**src/rtl/pc_gen.sv**
```systemverilog
// Fetch-stage PC generator: trap > mret > branch > sequential, new PC visible one cycle after selection.
// Stall holds the PC and parks the latest redirect in a one-entry latch until the stall drops.
module pc_gen #(
    parameter int              XLEN      = 32,
    parameter logic [XLEN-1:0] RESET_VEC = '0,
    parameter int              IALIGN    = 16,
    parameter bit              VECT_EN   = 1'b1
) (
    input  logic            clk,
    input  logic            reset,
    input  logic            stall_i,
    input  logic            inst_is_c_i,
    input  logic            br_taken_i,
    input  logic [XLEN-1:0] br_target_i,
    input  logic            trap_i,
    input  logic            trap_irq_i,
    input  logic [4:0]      trap_cause_i,
    input  logic [XLEN-1:0] mtvec_i,
    input  logic            mret_i,
    input  logic [XLEN-1:0] mepc_i,
    output logic [XLEN-1:0] pc_o,
    output logic            redirect_o,
    output logic            misalign_o
);

    localparam logic [0:0] ST_IDLE = 1'b0;
    localparam logic [0:0] ST_PEND = 1'b1;

    // Address bits that must be zero for a legal instruction address.
    localparam logic [XLEN-1:0] ALIGN_MASK = (IALIGN == 32) ? XLEN'(3) : XLEN'(1);
    localparam logic [XLEN-1:0] STEP_C     = (IALIGN == 16) ? XLEN'(2) : XLEN'(4);
    localparam logic [XLEN-1:0] STEP_W     = XLEN'(4);

    logic [0:0]      state;
    logic [XLEN-1:0] pend_tgt;

    logic [XLEN-1:0] trap_base;
    logic [XLEN-1:0] trap_tgt;
    logic [XLEN-1:0] mret_tgt;
    logic            br_misal;
    logic            redir_vld;
    logic [XLEN-1:0] redir_tgt;
    logic [XLEN-1:0] pc_seq;

    always_comb begin
        trap_base = {mtvec_i[XLEN-1:2], 2'b00};
        if (VECT_EN && (mtvec_i[1:0] == 2'b01) && trap_irq_i)
            trap_tgt = trap_base + {{(XLEN-7){1'b0}}, trap_cause_i, 2'b00};
        else
            trap_tgt = trap_base;

        mret_tgt   = mepc_i & ~ALIGN_MASK;
        br_misal   = |(br_target_i & ALIGN_MASK);
        misalign_o = br_taken_i && br_misal && !trap_i && !mret_i;
        redir_vld  = trap_i || mret_i || (br_taken_i && !br_misal);

        if (trap_i)
            redir_tgt = trap_tgt;
        else if (mret_i)
            redir_tgt = mret_tgt;
        else
            redir_tgt = br_target_i;

        pc_seq = pc_o + (inst_is_c_i ? STEP_C : STEP_W);
    end

    always_ff @(posedge clk) begin
        if (reset) begin
            pc_o       <= RESET_VEC;
            redirect_o <= 1'b0;
            state      <= ST_IDLE;
            pend_tgt   <= '0;
        end else begin
            redirect_o <= 1'b0;
            if (stall_i) begin
                // Latest redirect seen during the stall wins.
                if (redir_vld) begin
                    pend_tgt <= redir_tgt;
                    state    <= ST_PEND;
                end
            end else if (redir_vld) begin
                pc_o       <= redir_tgt;
                redirect_o <= 1'b1;
                state      <= ST_IDLE;
            end else if (state == ST_PEND) begin
                pc_o       <= pend_tgt;
                redirect_o <= 1'b1;
                state      <= ST_IDLE;
            end else if (!misalign_o) begin
                pc_o <= pc_seq;
            end
        end
    end

endmodule

```
**config.mk**
```make
export PLATFORM = sky130hd
export DESIGN_NAME = pc_gen
export DESIGN_NICKNAME = d
export VERILOG_FILES = /design/src/rtl/pc_gen.sv
export SDC_FILE = /design/constraint.sdc
export NUM_CORES = 1
export LEC_CHECK = 0
export CORE_MARGIN = 2
export CORE_UTILIZATION = 44
export CTS_CLUSTER_SIZE = 28
export DETAILED_ROUTE_END_ITERATION = 7
export PLACE_DENSITY = 0.76
export SLEW_MARGIN = 30
export SYNTH_ARGS = -nofsm -noshare
export SYNTH_HDL_FRONTEND = slang
export SYNTH_SLANG_ARGS = --single-unit
```
**constraint.sdc**
```tcl
create_clock -name clk -period 3.03 [get_ports clk]
set_clock_uncertainty 0.15 [all_clocks]
set_input_delay 0.909 -clock clk [delete_from_list [all_inputs] [get_ports clk]]
set_output_delay 0.909 -clock clk [all_outputs]
set_load 0.02 [all_outputs]
```
After elaboration in Yosys (flattened, before gate mapping):

Index checks and enable logic that the tools add are counted.

* register bits after elaboration: 66
* bits of input ports: 109
* logic and storage cells: 32

* add/sub/neg operators: 2
* equal/unequal tests: 2
* mux-type cells: 9
* bitwise gates (word level): 1
* reductions and logical operators: 14

Operators with widths (number)
* 2-to-1 mux 32 bit: 6
* adder 32 x 3 -> 32 bit: 1
* adder 32 x 7 -> 32 bit: 1
* logical AND 1 bit: 5
* AND reduction 2 bit: 2
* OR reduction 2 bit: 2
* logical NOT 1 bit: 3
* 2-to-1 mux 3 bit: 1
* inequality test 3 x 1 -> 1 bit (second input constant): 1
* equality test 2 x 1 -> 1 bit (second input constant): 1
* logical OR 1 bit: 2
* 2-to-1 mux 1 bit: 2
* inverter 1 bit: 1

Depth between registers and ports, before layout:

Gate-level depths: netlist (run 1).

* depth after elaboration: 6
* gate-level depth with buffers: 10
* depth with buffers taken out: 9

Worst setup path after synthesis (run 1):

OpenSTA, ideal clock, no wires.

* path type: input to register
* from: input trap_cause_i[0]
* to: register pc_o[30]
* library setup time: 0.074 ns
* arrival: 3.012 ns
* data required time: 2.806 ns
* setup slack: -0.206 ns
* stages: 9
* buffers on the path: 1
* cell sequence: ha_1 fa_1 a211oi_1 o21ba_2 clkbuf_1 nor3_1 a21o_1 or4_1 a31oi_1

* word-level cells in the longest chain between the ends: 4

Ends and longest elaborated chain
* from (decl): line 17 `input logic [4:0] trap_cause_i,`
* adder 32 x 7 -> 32 bit: line 48 `trap_tgt = trap_base + {{(XLEN-7){1'b0}}, trap_cause_i, 2'b00};`
* 2-to-1 mux 32 bit: line 47 `if (VECT_EN && (mtvec_i[1:0] == 2'b01) && trap_irq_i)`
* 2-to-1 mux 32 bit: line 57 `if (trap_i)`
* 2-to-1 mux 32 bit: line 81 `end else if (redir_vld) begin`
* to (signal assigned): line 82 `pc_o <= redir_tgt;`
* to (signal assigned): line 86 `pc_o <= pend_tgt;`
* to (signal assigned): line 90 `pc_o <= pc_seq;`
* to (decl): line 21 `output logic [XLEN-1:0] pc_o,`

Every way passes these cells.
A chain may end at the register's enable or synchronous reset.

Worst setup path after layout (run 1):

* from: input mtvec_i[8]
* to: register pc_o[30]

* word-level cells in the longest chain between the ends: 4

Ends and longest elaborated chain
* from (decl): line 18 `input logic [XLEN-1:0] mtvec_i,`
* adder 32 x 7 -> 32 bit: line 48
* 2-to-1 mux 32 bit: line 47
* 2-to-1 mux 32 bit: line 57
* 2-to-1 mux 32 bit: line 81

Every way passes these cells.

==> impl_results.md, run 1 <==
- Top cell type's share of synthesized area: 0.259
- Hold Vio Cnt, Final: 0
- Post-DR vias/cell: 6.10
- Synth Instances: just under 700
- Final critical-path required period: 2.96 ns
- Initial Util: 0.449
- Leading post-synthesis cells by cell area: dfxtp_1, nand2_1, o21ai_0, a21oi_1, a211oi_1
- Detailed Route Iter0 Violations: roughly 560
- Power density over the cells: ~380 nW/um^2
- Crit path kind: primary input to flip-flop
- Max frequency: 338 MHz
- Total CTS buffers: 9
- Internal power: 2060 uW
- Hold bufs inserted after CTS: 0
- Die Ht: roughly 110 um
- Data required time of the critical path: 3.14 ns
- CTS max path bufs: 2
- CTS tree: done
- Die W: roughly 110 um
- Max_slew headroom: 0.617
- Port Buffers: 141
- Max-Cap Viols: 0
- Die area: 12,500 sq um
- Yosys reg bits: 66
- Total Routing Usage GR: 0.292
- Syn-to-layout area delta: 53.4%
- Routability cong.: 0.882
- Drt first pass iters: 6
- Layout cell share with drive strength beyond 1: 0.191
- Worst Max-Slew Pin Slew: between 0.5 and 0.6 ns
- Worst Path Max Fanout: 10
- Startpoint types: primary input
- FILL cells: roughly 940
- Initial antenna violation count: 0
- Placed instance area: 7210 sq um
- Overflow after GRT: 0
- Crit path buf inv count: 3
- Critical path, cell by cell: clkdlybuf4s50_1 > and3_4 > nand3_1 > buf_6 > buf_4 > o21ba_4 > a21o_1 > or4_4 > a31oi_1
- Distinct cells, synth: 59
- Sw Ratio: 0.305
- Setup-failing EPs final: 0
- Combinational Power Share: 0.310
- Ant. Diodes: 0
- CP max stage delay: roughly 0.53 ns
- CP endpoint kind: flip-flop
- Final core utilization: 0.688
- Synth area leader: dfxtp_1
- Leak: 0.00312 uW
- Global-route wire length before repair: about 30 mm
- Sequential Power Share: 0.341
- Synth Flop Type: dfxtp_1
- Ys Warns: 0
- DRT antenna net count: 0
- Syn Nets: 807
- Root Buffer: clkbuf_16
- Post-synth EDFFs: 0
- Nets: 1,001
- Sequential area share after synthesis: 0.259
- Crit path max-delay family: buffers and inverters
- Worst vdd rail ir drop: 0.399 mV
- CP max-delay cell: clkdlybuf4s50_1
- Drt total wl: 19.1 mm
- H-tree depth: 3
- Cell area after layout: 7830 sq um
- Final slew viol count: 0
- IO Pins: 143
- Placement Rows: 39
- Clock sinks: 66
- Period utilization: 0.977
- Drc violations: 0
- Wirelength per Cell: roughly 18 um
- Cell with the most instances after synthesis: nand2_1
- Asr flop ratio synth: 0
- Vias in the first global route: 5,963
- Largest net degree at the start of global routing: 53
- P_sw: 905 uW
- Avg Inst Size Synth: 7.40 sq um
- Synth Cell Area: ~5100 sq um
- CP arrival: around 3.1 ns
- Core area: 11,400 sq um
- Synth top cells by count: nand2_1, dfxtp_1, o21ai_0
- Via count: between 6,000 and 7,000
- Outcome: finished clean
- Clock power frac: 0.348
- Clock-pin slew on the worst setup and hold paths: 0.05 ns
- DP HPWL: 13.6 mm
- Worst skew pair latency: 0.34 ns
- Hold Path Class: flip-flop to flip-flop
[metrics by stage]
stage | setup TNS, ns | power (uW) | worst slack, ns | cells | hold slack (ns)
2_1_floorplan | 0 | 1420 | 0.0239 | 689 | 0.282
3_3_place_gp | -18.94 | 1840 | -0.493 | 1004 | 0.288
3_5_place_dp | -21.37 | 1870 | -0.567 | 1004 | 0.296
4_1_cts | 0 | 2920 | 0.00620 | 1026 | 0.303
5_1_grt | -0.00911 | 3070 | -0.00911 | 1030 | 0.335
6_report | 0 | 2960 | 0.0695 | 1030 | 0.305
[cell usage in the layout (no fill, tap or decap), types with 15 or more instances in the layout]
master / Yosys / routed
a211oi_1: 26 / 24
a21oi_1: 49 / 47
a31oi_1: 18 / 17
buf_4: 1 / 86
clkdlybuf4s50_1: 0 / 115
dfxtp_1: 66 / 66
inv_1: 15 / 15
mux2i_1: 17 / 17
nand2_1: 80 / 79
nand3_1: 27 / 25
nor2_1: 33 / 33
nor2b_1: 18 / 17
o21ai_0: 52 / 47
xnor2_1: 21 / 21
xor2_1: 18 / 18
[power groups by stage]
stage | combinational (uW) | clock (uW) | sequential [uW]
final | 919 | 1030 | 1010
after global routing | 984 | 1060 | 1020
after CTS | 881 | 1030 | 1010
after detailed placement | 842 | 0 | 1030
after global placement | 820 | 0 | 1020
after floorplan | 371 | 0 | 1050
[registers in the layout, indices dropped and copies added (netlist names)]
register    cells
state           1
pc_o           32
redirect_o      1
pend_tgt       32
[timing repair]
item,in CTS,in global routing
setup endpoints to repair,40,26
cloned,1,1
pin swaps,23,19
resized for setup,44,35
setup buffers,7,3
[kinds of logic after synthesis]
logic type,synth area share
AO/OA/AOI/OAI,0.296
buffers and inverters,0.0559
XOR/XNOR,0.0670
AND/OR/NAND/NOR,0.258
flip-flops,0.259
adder cells (fa/ha/maj),0.0250
multiplexers,0.0400
[cell type report]
cell class | count | area, sq um | share of cell area
multi-input combinational | 553 | 3730 | 0.477
timing repair buffer | 237 | 2250 | 0.287
clock inverter | 3 | 40.0 | 0.00512
inverter | 16 | 60.1 | 0.00767
tap | 143 | 179 | 0.0229
sequential | 66 | 1320 | 0.169
clock buffer | 12 | 246 | 0.0315
[routing by layer]
metal | vias up | routed length [um] | GRT usage
met2 | 362 | 8910 | 0.470
met3 | 50 | 1830 | 0.0495
met1 | 2902 | 7790 | 0.393
li1 | 2965 | - | -
met4 | 0 | 527 | 0.109
met5 | - | 0 | 0
[final timing paths]
path / startpoint / endpoint / slack, ns / cells past startpoint
worst max-delay path: mtvec_i[8] / pc_o[30] / 0.07 / 9
worst min-delay path: pend_tgt[8] / pend_tgt[8] / 0.30 / 2
worst max register to register: pc_o[1] / pc_o[31] / 0.49 / 9
worst min register to register: pend_tgt[8] / pend_tgt[8] / 0.30 / 2
[worst register-to-register path, delay by kind of cell, from the launching register on]
| kind | cells | cell delay (ns) |
|---|---|---|
| and+or+nand+nor | 4 | 1.06 |
| adders and majority gates | 2 | 0.57 |
| DFF | 1 | 0.37 |
| AOI/OAI and AO/OA | 2 | 0.30 |
| buffers and inverters | 1 | 0.06 |
Power figures use the tool's default switching activity.
==> inputs of run 2 (changes only) <==
SLEW_MARGIN = unset   (was 30)
==> results of run 2 <==
Final layout, timing and power as in run 1 (identical DEF).
==> inputs of run 3 (changes only) <==
CAP_MARGIN = 5   (was unset)
==> results of run 3 <==
Final layout, timing and power as in run 1 (identical DEF).
